$ cat src/rtl/dma_pkg.sv
// Shared definitions for the DMA engines: AXI encodings, stream IDs, page size,
// per-engine state enums and the burst-sizing helper.
package dma_pkg;

    localparam logic [2:0] AXI_SIZE_64    = 3'b011;
    localparam logic [1:0] AXI_BURST_INCR = 2'b01;
    localparam logic [1:0] AXI_RESP_OKAY  = 2'b00;

    localparam int STREAM_ID_BSR = 0;
    localparam int STREAM_ID_ACT = 1;
    localparam int STREAM_ID_OUT = 2;

    localparam int PAGE_BYTES = 4096;

    typedef enum logic [2:0] {
        OD_IDLE,
        OD_SEND_ADDR,
        OD_WRITE_DATA,
        OD_WAIT_RESP,
        OD_DONE_STATE
    } out_dma_state_e;

    // beats = min(max_awlen+1, ceil(bytes_rem/8), bytes left in the 4KB page / 8); returns beats-1
    function automatic logic [7:0] dma_burst_awlen(input logic [11:0] page_off,
                                                   input logic [31:0] bytes_rem,
                                                   input logic [7:0]  max_awlen);
        logic [31:0] b_max;
        logic [31:0] b_rem;
        logic [31:0] b_page;
        logic [31:0] beats;
        b_max  = {24'd0, max_awlen} + 32'd1;
        b_rem  = (bytes_rem >> 3) + {31'd0, |bytes_rem[2:0]};
        b_page = (32'(PAGE_BYTES) - {20'd0, page_off}) >> 3;
        beats  = b_max;
        if (b_rem < beats)  beats = b_rem;
        if (b_page < beats) beats = b_page;
        return 8'(beats - 32'd1);
    endfunction

endpackage

$ cat src/rtl/out_dma_if.sv
// AXI4 write-address / write-data / write-response channels as one bundle.
interface out_dma_if #(
    parameter int AXI_ADDR_W = 32,
    parameter int AXI_DATA_W = 64,
    parameter int AXI_ID_W   = 4
);

    logic [AXI_ID_W-1:0]   awid;
    logic [AXI_ADDR_W-1:0] awaddr;
    logic [7:0]            awlen;
    logic [2:0]            awsize;
    logic [1:0]            awburst;
    logic                  awvalid;
    logic                  awready;
    logic [AXI_DATA_W-1:0] wdata;
    logic [7:0]            wstrb;
    logic                  wlast;
    logic                  wvalid;
    logic                  wready;
    logic [AXI_ID_W-1:0]   bid;
    logic [1:0]            bresp;
    logic                  bvalid;
    logic                  bready;

    modport master (
        output awid, awaddr, awlen, awsize, awburst, awvalid,
        output wdata, wstrb, wlast, wvalid, bready,
        input  awready, wready, bid, bresp, bvalid
    );

    modport slave (
        input  awid, awaddr, awlen, awsize, awburst, awvalid,
        input  wdata, wstrb, wlast, wvalid, bready,
        output awready, wready, bid, bresp, bvalid
    );

endinterface

$ cat src/rtl/dma_prefetch_fifo.sv
// Two-entry prefetch FIFO between a 1-cycle-latency BRAM and an AXI W channel.
module dma_prefetch_fifo #(
    parameter int DATA_W = 64
) (
    input  logic              clk,
    input  logic              rst_n,
    input  logic              flush,
    input  logic              push,
    input  logic [DATA_W-1:0] push_data,
    input  logic              pop,
    output logic [DATA_W-1:0] head,
    output logic [1:0]        count,
    output logic              empty,
    output logic              full
);

    logic [DATA_W-1:0] mem_q [2];
    logic              wr_ptr_q, wr_ptr_d;
    logic              rd_ptr_q, rd_ptr_d;
    logic [1:0]        count_q, count_d;

    always_comb begin
        wr_ptr_d = wr_ptr_q;
        rd_ptr_d = rd_ptr_q;
        count_d  = count_q;
        if (flush) begin
            wr_ptr_d = 1'b0;
            rd_ptr_d = 1'b0;
            count_d  = 2'd0;
        end else begin
            if (push) wr_ptr_d = ~wr_ptr_q;
            if (pop)  rd_ptr_d = ~rd_ptr_q;
            count_d = count_q + {1'b0, push} - {1'b0, pop};
        end
    end

    // NOTE: sequential state is assigned with <= so every flop samples pre-edge values.
    always_ff @(posedge clk or negedge rst_n) begin
        if (!rst_n) begin
            wr_ptr_q <= 1'b0;
            rd_ptr_q <= 1'b0;
            count_q  <= 2'd0;
        end else begin
            wr_ptr_q <= wr_ptr_d;
            rd_ptr_q <= rd_ptr_d;
            count_q  <= count_d;
        end
    end

    // NOTE: storage has no reset; count_q alone decides which entries are meaningful.
    always_ff @(posedge clk) begin
        if (push && !flush) mem_q[wr_ptr_q] <= push_data;
    end

    assign head  = mem_q[rd_ptr_q];
    assign count = count_q;
    assign empty = (count_q == 2'd0);
    assign full  = (count_q == 2'd2);

endmodule

$ cat src/rtl/out_dma.sv
// Output-buffer BRAM to DDR AXI4 write DMA, one outstanding burst at a time.
// Optional OUT_DMA_WSTRB_TAIL_EN: partial-byte strobes on the final beat for non-multiple-of-8 lengths.
module out_dma
    import dma_pkg::*;
#(
    parameter int         AXI_ADDR_W = 32,
    parameter int         AXI_DATA_W = 64,
    parameter int         AXI_ID_W   = 4,
    parameter int         STREAM_ID  = STREAM_ID_OUT,
    parameter logic [7:0] BURST_LEN  = 8'd15
) (
    input  logic                  clk,
    input  logic                  rst_n,
    input  logic                  start,
    input  logic [AXI_ADDR_W-1:0] dst_addr,
    input  logic [31:0]           transfer_length,
    output logic                  done,
    output logic                  busy,
    output logic                  error,
    out_dma_if.master             axi,
    output logic                  out_re,
    output logic [AXI_ADDR_W-1:0] out_addr,
    input  logic [AXI_DATA_W-1:0] out_rdata
);

    out_dma_state_e        state_q, state_d;
    logic [AXI_ADDR_W-1:0] cur_addr_q, cur_addr_d;
    logic [AXI_ADDR_W-1:0] out_addr_q, out_addr_d;
    logic [31:0]           bytes_rem_q, bytes_rem_d;
    logic [7:0]            awlen_q, awlen_d;
    logic [7:0]            beat_cnt_q, beat_cnt_d;
    logic [8:0]            rd_issued_q, rd_issued_d;
    logic                  rd_inflight_q, rd_inflight_d;
    logic                  busy_q, busy_d;
    logic                  done_q, done_d;
    logic                  error_q, error_d;
    logic                  awvalid_q, awvalid_d;
    logic                  bready_q, bready_d;

    logic [AXI_DATA_W-1:0] fifo_head;
    logic [1:0]            fifo_count;
    logic                  fifo_empty, fifo_full, fifo_flush;
    logic                  rd_en, wvalid, wlast, w_fire;
    logic [31:0]           len_eff;
    logic [11:0]           burst_bytes;
    logic [7:0]            wstrb;
    logic                  unused_ok;

`ifdef OUT_DMA_WSTRB_TAIL_EN
    assign len_eff = transfer_length;
    assign wstrb   = (bytes_rem_q < 32'd8) ? ((8'h01 << bytes_rem_q[2:0]) - 8'h01) : 8'hFF;
`else
    assign len_eff = {transfer_length[31:3] + {28'd0, |transfer_length[2:0]}, 3'b000};
    assign wstrb   = 8'hFF;

    always_ff @(posedge clk) begin
        if (rst_n && state_q == OD_IDLE && start)
            assert (transfer_length[2:0] == 3'b000)
            else $error("out_dma: transfer_length %0d is not a multiple of 8", transfer_length);
    end
`endif

    // Credit rule: FIFO occupancy plus the read in flight never exceeds the two entries.
    assign rd_en = (state_q == OD_SEND_ADDR || state_q == OD_WRITE_DATA) &&
                   (({1'b0, fifo_count} + {2'b00, rd_inflight_q}) < 3'd2) &&
                   (rd_issued_q < ({1'b0, awlen_q} + 9'd1));

    assign wvalid      = (state_q == OD_WRITE_DATA) && !fifo_empty;
    assign wlast       = (state_q == OD_WRITE_DATA) && (beat_cnt_q == awlen_q);
    assign w_fire      = wvalid && axi.wready;
    assign burst_bytes = ({4'd0, awlen_q} + 12'd1) << 3;

    dma_prefetch_fifo #(.DATA_W(AXI_DATA_W)) u_fifo (
        .clk       (clk),
        .rst_n     (rst_n),
        .flush     (fifo_flush),
        .push      (rd_inflight_q),
        .push_data (out_rdata),
        .pop       (w_fire),
        .head      (fifo_head),
        .count     (fifo_count),
        .empty     (fifo_empty),
        .full      (fifo_full)
    );

    always_comb begin
        // NOTE: every *_d takes a default first, so no branch can leave a latch behind.
        state_d       = state_q;
        cur_addr_d    = cur_addr_q;
        out_addr_d    = out_addr_q;
        bytes_rem_d   = bytes_rem_q;
        awlen_d       = awlen_q;
        beat_cnt_d    = beat_cnt_q;
        rd_issued_d   = rd_issued_q;
        rd_inflight_d = rd_en;
        busy_d        = busy_q;
        done_d        = 1'b0;
        error_d       = error_q;
        awvalid_d     = awvalid_q;
        bready_d      = bready_q;
        fifo_flush    = 1'b0;

        if (rd_en) begin
            out_addr_d  = out_addr_q + AXI_ADDR_W'(1);
            rd_issued_d = rd_issued_q + 9'd1;
        end

        case (state_q)
            OD_IDLE: begin
                if (start) begin
                    error_d = 1'b0;
                    if (transfer_length == 32'd0) begin
                        done_d = 1'b1;
                    end else begin
                        cur_addr_d  = dst_addr;
                        bytes_rem_d = len_eff;
                        awlen_d     = dma_burst_awlen(dst_addr[11:0], len_eff, BURST_LEN);
                        busy_d      = 1'b1;
                        out_addr_d  = '0;
                        rd_issued_d = 9'd0;
                        beat_cnt_d  = 8'd0;
                        awvalid_d   = 1'b1;
                        state_d     = OD_SEND_ADDR;
                    end
                end
            end
            OD_SEND_ADDR: begin
                if (axi.awready) begin
                    awvalid_d = 1'b0;
                    state_d   = OD_WRITE_DATA;
                end
            end
            OD_WRITE_DATA: begin
                if (w_fire) begin
                    bytes_rem_d = (bytes_rem_q < 32'd8) ? 32'd0 : bytes_rem_q - 32'd8;
                    if (wlast) begin
                        beat_cnt_d = 8'd0;
                        bready_d   = 1'b1;
                        state_d    = OD_WAIT_RESP;
                    end else begin
                        beat_cnt_d = beat_cnt_q + 8'd1;
                    end
                end
            end
            OD_WAIT_RESP: begin
                if (axi.bvalid) begin
                    bready_d   = 1'b0;
                    cur_addr_d = cur_addr_q + {{(AXI_ADDR_W-12){1'b0}}, burst_bytes};
                    if (axi.bresp != AXI_RESP_OKAY) begin
                        error_d    = 1'b1;
                        busy_d     = 1'b0;
                        done_d     = 1'b1;
                        fifo_flush = 1'b1;
                        state_d    = OD_IDLE;
                    end else if (bytes_rem_q == 32'd0) begin
                        busy_d  = 1'b0;
                        done_d  = 1'b1;
                        state_d = OD_DONE_STATE;
                    end else begin
                        awlen_d     = dma_burst_awlen(cur_addr_d[11:0], bytes_rem_q, BURST_LEN);
                        rd_issued_d = 9'd0;
                        awvalid_d   = 1'b1;
                        state_d     = OD_SEND_ADDR;
                    end
                end
            end
            OD_DONE_STATE: state_d = OD_IDLE;
            default:       state_d = OD_IDLE;
        endcase
    end

    always_ff @(posedge clk or negedge rst_n) begin
        if (!rst_n) begin
            state_q       <= OD_IDLE;
            cur_addr_q    <= '0;
            out_addr_q    <= '0;
            bytes_rem_q   <= 32'd0;
            awlen_q       <= 8'd0;
            beat_cnt_q    <= 8'd0;
            rd_issued_q   <= 9'd0;
            rd_inflight_q <= 1'b0;
            busy_q        <= 1'b0;
            done_q        <= 1'b0;
            error_q       <= 1'b0;
            awvalid_q     <= 1'b0;
            bready_q      <= 1'b0;
        end else begin
            state_q       <= state_d;
            cur_addr_q    <= cur_addr_d;
            out_addr_q    <= out_addr_d;
            bytes_rem_q   <= bytes_rem_d;
            awlen_q       <= awlen_d;
            beat_cnt_q    <= beat_cnt_d;
            rd_issued_q   <= rd_issued_d;
            rd_inflight_q <= rd_inflight_d;
            busy_q        <= busy_d;
            done_q        <= done_d;
            error_q       <= error_d;
            awvalid_q     <= awvalid_d;
            bready_q      <= bready_d;
        end
    end

    assign axi.awid    = AXI_ID_W'(STREAM_ID);
    assign axi.awaddr  = cur_addr_q;
    assign axi.awlen   = awlen_q;
    assign axi.awsize  = AXI_SIZE_64;
    assign axi.awburst = AXI_BURST_INCR;
    assign axi.awvalid = awvalid_q;
    assign axi.wdata   = wvalid ? fifo_head : '0;
    assign axi.wstrb   = wvalid ? wstrb : 8'h00;
    assign axi.wlast   = wlast;
    assign axi.wvalid  = wvalid;
    assign axi.bready  = bready_q;

    assign done     = done_q;
    assign busy     = busy_q;
    assign error    = error_q;
    assign out_re   = rd_en;
    assign out_addr = out_addr_q;

    assign unused_ok = ^{axi.bid, fifo_full};

endmodule

$ cat src/flat_wrapper.sv
// flat-port wrapper written by rule: the top's interface ports become plain ports
module out_dma_flat import dma_pkg::*;
#(
    parameter int         AXI_ADDR_W = 32,
    parameter int         AXI_DATA_W = 64,
    parameter int         AXI_ID_W   = 4,
    parameter int         STREAM_ID  = STREAM_ID_OUT,
    parameter logic [7:0] BURST_LEN  = 8'd15
)
  (clk, rst_n, start, dst_addr, transfer_length, done, busy, error, out_re, out_addr, out_rdata, axi_awid, axi_awaddr, axi_awlen, axi_awsize, axi_awburst, axi_awvalid, axi_wdata, axi_wstrb, axi_wlast, axi_wvalid, axi_bready, axi_awready, axi_wready, axi_bid, axi_bresp, axi_bvalid);
  out_dma_if #(.AXI_ADDR_W(AXI_ADDR_W), .AXI_DATA_W(AXI_DATA_W), .AXI_ID_W(AXI_ID_W)) axi_i ();
  input  logic clk;
  input  logic rst_n;
  input  logic start;
  input  logic [AXI_ADDR_W-1:0] dst_addr;
  input  logic [31:0] transfer_length;
  output logic done;
  output logic busy;
  output logic error;
  output logic out_re;
  output logic [AXI_ADDR_W-1:0] out_addr;
  input  logic [AXI_DATA_W-1:0] out_rdata;
  output wire logic [$bits(axi_i.awid)-1:0] axi_awid;
  output wire logic [$bits(axi_i.awaddr)-1:0] axi_awaddr;
  output wire logic [$bits(axi_i.awlen)-1:0] axi_awlen;
  output wire logic [$bits(axi_i.awsize)-1:0] axi_awsize;
  output wire logic [$bits(axi_i.awburst)-1:0] axi_awburst;
  output wire logic [$bits(axi_i.awvalid)-1:0] axi_awvalid;
  output wire logic [$bits(axi_i.wdata)-1:0] axi_wdata;
  output wire logic [$bits(axi_i.wstrb)-1:0] axi_wstrb;
  output wire logic [$bits(axi_i.wlast)-1:0] axi_wlast;
  output wire logic [$bits(axi_i.wvalid)-1:0] axi_wvalid;
  output wire logic [$bits(axi_i.bready)-1:0] axi_bready;
  input wire logic [$bits(axi_i.awready)-1:0] axi_awready;
  input wire logic [$bits(axi_i.wready)-1:0] axi_wready;
  input wire logic [$bits(axi_i.bid)-1:0] axi_bid;
  input wire logic [$bits(axi_i.bresp)-1:0] axi_bresp;
  input wire logic [$bits(axi_i.bvalid)-1:0] axi_bvalid;
  assign axi_awid = axi_i.awid;
  assign axi_awaddr = axi_i.awaddr;
  assign axi_awlen = axi_i.awlen;
  assign axi_awsize = axi_i.awsize;
  assign axi_awburst = axi_i.awburst;
  assign axi_awvalid = axi_i.awvalid;
  assign axi_wdata = axi_i.wdata;
  assign axi_wstrb = axi_i.wstrb;
  assign axi_wlast = axi_i.wlast;
  assign axi_wvalid = axi_i.wvalid;
  assign axi_bready = axi_i.bready;
  assign axi_i.awready = axi_awready;
  assign axi_i.wready = axi_wready;
  assign axi_i.bid = axi_bid;
  assign axi_i.bresp = axi_bresp;
  assign axi_i.bvalid = axi_bvalid;
  out_dma #(.AXI_ADDR_W(AXI_ADDR_W), .AXI_DATA_W(AXI_DATA_W), .AXI_ID_W(AXI_ID_W), .STREAM_ID(STREAM_ID), .BURST_LEN(BURST_LEN)) u_core (.clk(clk), .rst_n(rst_n), .start(start), .dst_addr(dst_addr), .transfer_length(transfer_length), .done(done), .busy(busy), .error(error), .axi(axi_i), .out_re(out_re), .out_addr(out_addr), .out_rdata(out_rdata));
endmodule
$ cat config.mk
export PLATFORM = sky130hd
export DESIGN_NAME = out_dma_flat
export DESIGN_NICKNAME = d
export VERILOG_FILES = /design/src/rtl/dma_pkg.sv /design/src/rtl/out_dma_if.sv /design/src/rtl/dma_prefetch_fifo.sv /design/src/rtl/out_dma.sv /design/src/flat_wrapper.sv
export SDC_FILE = /design/constraint.sdc
export NUM_CORES = 1
export LEC_CHECK = 0
export BUFFER_PORTS_ARGS = -buffer_cell sky130_fd_sc_hd__buf_2
export CORE_MARGIN = 3
export CORE_UTILIZATION = 30
export CTS_BUF_LIST = sky130_fd_sc_hd__clkbuf_16
export DETAILED_ROUTE_END_ITERATION = 10
export GPL_TIMING_DRIVEN = 0
export PLACE_DENSITY = 0.56
export SLEW_MARGIN = 20
export SYNTH_ARGS = -nofsm -noshare
export SYNTH_HDL_FRONTEND = slang
export SYNTH_HIERARCHICAL = 1
export SYNTH_SLANG_ARGS = --single-unit
export TNS_END_PERCENT = 20
$ cat constraint.sdc
create_clock -name clk -period 7.4 [get_ports clk]
set_input_delay 0.37 -clock clk [delete_from_list [all_inputs] [get_ports clk]]
set_output_delay 0.37 -clock clk [all_outputs]
set_load 0.05 [all_outputs]
==> reports/metrics.yaml, run 1 <==
status: "completed"
postSynthCellCount: 1510
max-slew-margin-rel: 0.3532
core_area_mm2: 0.05058
rsz0062_at_grt: "false"
ctsResizeCount: 0
yosysWarningCount: 6
hold_buffers: 78
postCtsSetupRepairBufs: 0
grt_use_met1: 0.2380
grt_pass1_vias: 13020
area_delta_synth_final_pct: 27.80
dr.pass1.iters: 6
p_switching_mw: 4.087
pwr-share-comb: 0.546
endpoint_kind: "flop"
cp_data_arrival_time_ps: 6480
rr_worst_depth: 22
power.total_mw: 8.618
clk_latency_ps: 580
start_util: 0.3062
clockBufferDepth: 3
root_buffer: "clkbuf_16"
via_per_inst: 5.199
p_leak_nw: 8.440
clkTransAtPathRegs_ps: 60
hpwl_um: 37860
io_pins: 301
vias: 13627
worst_pin_slew_ps: 961.4
use_met3: 0.03268
die_y_um: 233.2
avgSynthCellArea_um2: 10.26
drtIter0Drc: 892
utilization: 0.3913
holdPathStages: 3
setup_viol: 0
irDropWorstVdd_mv: 0.2804
die_w_um: 233.2
min_period_over_period: 0.8087
rr_startpoint: "u_core/axi.awlen[2]$_DFFE_PN0P_"
busiest_layer: "met2"
n_fill_cell: 5038
max_freq_mhz: 167.1
drt_wl_total_um: 50060
finalWeightedCongestion: 0.8942
drcViolationCount: 0
rr_endpoint: "u_core/axi.awlen[6]$_DFFE_PN0P_"
hp-start: "dst_addr[23]"
sw_frac_of_total: 0.4743
fin_ws_ps: 1415
crit_fanout: 10
multi_input_area_mm2: 0.007855
min_path_type: "input pin to flop"
p_seq_frac: 0.267
gr-total-overflow: 0
place_ws_ps: 961.6
nets: 2113
grt_usage: 0.1754
portBuffers: 276
slew_violations: 0
start_kind: "input pin"
crit_type: "input pin to flop"
layout-drive-gt1-share: 0.2409
final_cell_mix: "buf_2, dfrtp_1, edfxtp_1"
cp.required_ps: 7900
wl_per_cell_um: 19.10
cts_tree: "built"
synth_area_mm2: 0.01549
met2_usage: 0.2871
r2r_slack_ps: 1620
power_density_mw_per_mm2: 435.4
power.internal_mw: 4.531
htreeDepth: 1
grt_max_degree: 71
seqCellArea_mm2: 0.007122
die_area_mm2: 0.05439
cts_inserted_buffers: 31
clock_sinks: 259
antenna_found_initial: 5
rows: 82
clock_power_share: 0.187
drv_cap: 0
hold_viol_final: 0
drt.antenna.violating_nets: 0
grt_pass1_wl_um: 75990
hold_end: "u_core/axi.awaddr[23]$_DFFE_PN0P_"
layout_commonest_cell: "buf_2"
finClkSkew_ps: 24.70
finalCriticalPeriod_ps: 5985
## registers in the layout (all words and copies together) (netlist names)
name and cells:
u_core/axi.awaddr 32, u_core/axi.awlen 8, u_core/axi.awvalid 1, u_core/axi.bready 1
u_core/beat_cnt_q 8, u_core/busy 1, u_core/bytes_rem_q 29, u_core/done 1
u_core/error 1, u_core/out_addr 32, u_core/rd_inflight_q 1, u_core/rd_issued_q 9
u_core/state_q 3, u_core/u_fifo/count 2, u_core/u_fifo/mem_q 128, u_core/u_fifo/rd_ptr_q 1
u_core/u_fifo/wr_ptr_q 1
## worst max path at each step
stage                                              from                              endpoint  slack (ps)  cells past startpoint
final                                transfer_length[1]       u_core/axi.awlen[6]$_DFFE_PN0P_        1420                     20
after global routing                 transfer_length[1]       u_core/axi.awlen[6]$_DFFE_PN0P_        1100                     20
after CTS                            transfer_length[1]       u_core/axi.awlen[6]$_DFFE_PN0P_        1560                     20
after detailed placement             transfer_length[1]       u_core/axi.awlen[6]$_DFFE_PN0P_         960                     20
after global placement    u_core/state_q[2]$_DFFE_PN0P_  u_core/u_fifo/mem_q[0][28]$_DFFE_PP_       -3050                      6
after floorplan           u_core/state_q[2]$_DFFE_PN0P_   u_core/u_fifo/mem_q[0][0]$_DFFE_PP_         880                      6
## metrics by stage
stage	hold slack, ps	TNS, ps	cell area (um^2)	instances
2_1_floorplan	74.41	0	15550	1528
3_3_place_gp	485.1	-194990	17780	2476
3_5_place_dp	359.5	0	17920	2486
4_1_cts	1.344	0	19780	2619
5_1_grt	21.93	0	19790	2621
6_report	28.87	0	19790	2621
## power by group through the flow
stage                     sequential, mW  combinational, mW  clock [mW]
final                               2.30               4.70        1.61
after global routing                2.35               5.08        1.72
after CTS                           2.30               4.70        1.66
after detailed placement            2.32               4.64           0
after global placement              2.35               4.54           0
after floorplan                     2.67               2.98           0
## critical path, stage by stage
cell and delay [ps]:
buf_2 90, or3_1 430, ha_1 210, ha_1 250
nand3_1 360, nor2_1 200, and3_1 250, a2111oi_0 650
nand4_2 400, or3_1 460, ha_1 320, a2111o_1 430
nor3_1 360, or2_2 250, o41ai_1 90, o2bb2ai_1 420
ha_1 340, nand3_1 120, o31a_1 260, o31ai_2 210
## cell type report
type | count | share of cell area
repair buffers | 364 | 0.1159
plain buffers | 98 | 0.02484
well taps | 672 | 0.04248
inverters | 28 | 0.005310
clock buffers | 31 | 0.03919
multi-input cells | 1143 | 0.3969
clock inverters | 24 | 0.01530
diodes | 2 | 0.0002529
flip-flops and latches | 259 | 0.3598
## routing by layer
metal  share of wire  wire length, um
met5         0.00068               34
met4           0.026             1299
met3           0.076             3824
met2            0.45            22770
met1            0.44            22120
(Power assumes the default switching activity.)
==> run 2: changes to the inputs <==
--- a/config.mk
+++ b/config.mk
@@ -5,13 +5,14 @@
 export SDC_FILE = /design/constraint.sdc
 export NUM_CORES = 1
 export LEC_CHECK = 0
+export ABC_AREA = 1
 export BUFFER_PORTS_ARGS = -buffer_cell sky130_fd_sc_hd__buf_2
 export CORE_MARGIN = 3
 export CORE_UTILIZATION = 30
 export CTS_BUF_LIST = sky130_fd_sc_hd__clkbuf_16
 export DETAILED_ROUTE_END_ITERATION = 10
 export GPL_TIMING_DRIVEN = 0
-export PLACE_DENSITY = 0.56
+export PLACE_DENSITY = 0.55
 export SLEW_MARGIN = 20
 export SYNTH_ARGS = -nofsm -noshare
 export SYNTH_HDL_FRONTEND = slang
==> constraint.sdc (replaced) <==
create_clock -name clk -period 5.8 [get_ports clk]
set_input_delay 0.29 -clock clk [delete_from_list [all_inputs] [get_ports clk]]
set_output_delay 0.29 -clock clk [all_outputs]
set_load 0.05 [all_outputs]
==> reports/metrics.yaml, run 2 <==
status: "completed"
area_delta_synth_final_pct: 27.54
vias: 14266  # +4.7%
fin_ws_ps: 962.7  # -452.6 ps
critPathTopFamily: "simple AND/OR/NAND/NOR gates"
postSynthCellCount: 1928  # +28%
postCtsSetupRepairBufs: 0  # unchanged
largest_register: "u_core/u_fifo/mem_q"
yosysWarningCount: 6  # unchanged
p_switching_mw: 5.201  # +27%
ctsResizeCount: 0  # unchanged
synth_area_mm2: 0.01588  # +2.5%
n_fill_cell: 5267  # +4.5%
min_period_over_period: 0.8340
worst_pin_slew_ps: 863.9  # -97.53 ps
min_path_type: "input pin to flop"
power.internal_mw: 5.286  # +17%
htreeDepth: 1  # unchanged
grt_pass1_vias: 13989  # +7.4%
cp_slowest_stage_delay_ps: 500  # -150 ps
layout_commonest_cell: "nand2_1"
io_pins: 301  # unchanged
drt_wl_total_um: 47760  # -4.6%
finalWeightedCongestion: 0.9114  # +1.9%
sw_frac_of_total: 0.4959  # +0.02166
pwr-share-comb: 0.559  # +0.013
p_leak_nw: 9.736  # +15%
root_buffer: "clkbuf_16"
portBuffers: 287  # +4.0%
setup_viol: 0  # unchanged
crit_type: "flop to flop"
clkTransAtPathRegs_ps: 60  # about the same
fin_hold_ws_ps: 34.54  # +5.675 ps
hold_buffers: 86  # +10%
max_freq_mhz: 206.7
gr-total-overflow: 0  # unchanged
grt_usage: 0.1648  # -0.01063
finalCriticalPeriod_ps: 4837
r2r_slack_ps: 960  # -660 ps
drt.antenna.violating_nets: 0  # unchanged
antenna_found_initial: 2  # -3
hold_viol_final: 0  # unchanged
clock_sinks: 259  # unchanged
cp.required_ps: 6290  # -1610 ps
avgSynthCellArea_um2: 8.237  # -20%
rows: 83  # +1.2%
place_ws_ps: 978.1  # +16.46 ps
clock_power_share: 0.176  # -0.011
cts_inserted_buffers: 30  # -3.2%
dp.cells: 2920  # +17%
final_cell_mix: "nand2_1, inv_1, buf_2"
die_area_mm2: 0.05574  # +2.5%
endpoint_kind: "flop"
p_seq_frac: 0.266  # about the same
nets: 2546  # +20%
cts_tree: "built"
start_util: 0.3065  # about the same
core_area_mm2: 0.05182  # +2.5%
finClkSkew_ps: 9.256  # -15.45 ps
die_y_um: 236.1  # +1.2%
clockBufferDepth: 3  # unchanged
critPathBufInv: 5  # +4
irDropWorstVdd_mv: 0.3565  # +27%
crit_fanout: 8  # -2
slew_violations: 0  # unchanged
dpl_cell_area_mm2: 0.01844  # +2.9%
max-slew-margin-rel: 0.4188  # +0.06562
power_density_mw_per_mm2: 517.7  # +19%
grt_pass1_wl_um: 75260  # -0.96%
grt_max_degree: 68  # -4.2%
drv_cap: 0  # unchanged
dr.pass1.iters: 5  # -1
drcViolationCount: 0  # unchanged
cp_data_arrival_time_ps: 5330  # -1150 ps
largest_register_ffs: 128  # unchanged
wl_per_cell_um: 15.59  # -18%
clk_latency_ps: 570  # about the same
layout-drive-gt1-share: 0.2057  # -0.03517
start_kind: "flop"
hpwl_um: 36710  # -3.1%
via_per_inst: 4.656  # -10%
drtIter0Drc: 666  # -25%
cp_slowest_cell: "dfrtp_1"
rsz0062_at_grt: "false"
die_w_um: 236.1  # +1.2%
postLayoutCellArea_mm2: 0.02026  # +2.3%
final_cells: 3064  # +17%
run 2: final timing paths:
kind | startpoint | endpoint | depth (start not counted)
worst max register to register | u_core/axi.awlen[0]$_DFFE_PN0P_ | u_core/axi.awlen[4]$_DFFE_PN0P_ | 29
min in group asynchronous | rst_n | u_core/out_addr[21]$_DFF_PN0_ | 2
worst max-delay path | u_core/axi.awlen[0]$_DFFE_PN0P_ | u_core/axi.awlen[4]$_DFFE_PN0P_ | 29
worst min register to register | u_core/out_addr[31]$_DFF_PN0_ | u_core/out_addr[31]$_DFF_PN0_ | 1
max in group asynchronous | rst_n | u_core/bytes_rem_q[25]$_DFFE_PN0P_ | 3
worst min-delay path | dst_addr[31] | u_core/axi.awaddr[31]$_DFFE_PN0P_ | 3
run 2: layout make-up:
cell class                      instances  area (um^2)  share of cell area
Timing Repair Buffer                  380         2485              0.1227
Multi-Input combinational cell       1318         7343              0.3625
Antenna cell                            2        5.005           0.0002471
Inverter                              308         1157             0.05714
Clock inverter                         26        200.2            0.009883
Tap cell                              680        850.8             0.04200
Buffer                                 61        341.6             0.01686
Clock buffer                           30        750.7             0.03706
Sequential cell                       259         7122              0.3516
run 2: tightest hold or removal path, delay by kind of cell:
family	cells	cell delay, ps
buf+inv	1	70
compound gates	2	180
run 2: routing by layer:
layer | vias to the layer above | global-route usage | wire length, um
li1 | 7127 | - | -
met1 | 6646 | 0.2160 | 20940
met2 | 427 | 0.2753 | 22050
met3 | 64 | 0.03987 | 3653
met4 | 2 | 0.03724 | 1100
met5 | - | 0 | 12
run 2: stage by stage:
step	total power [mW]	TNS, ps	utilization
2_1_floorplan	7.031	0	-
3_3_place_gp	8.534	-46350	0.3519
3_5_place_dp	8.641	0	0.3558
4_1_cts	10.60	0	0.3908
5_1_grt	11.30	0	0.3908
6_report	10.49	0	0.3909
run 2: power groups by stage:
stage	clock, mW	sequential, mW	combinational, mW
after detailed placement	0	2.81	5.83
after global routing	1.98	2.85	6.47
final	1.84	2.79	5.86
after CTS	1.91	2.78	5.90
after floorplan	0	3.28	3.75
after global placement	0	2.83	5.70
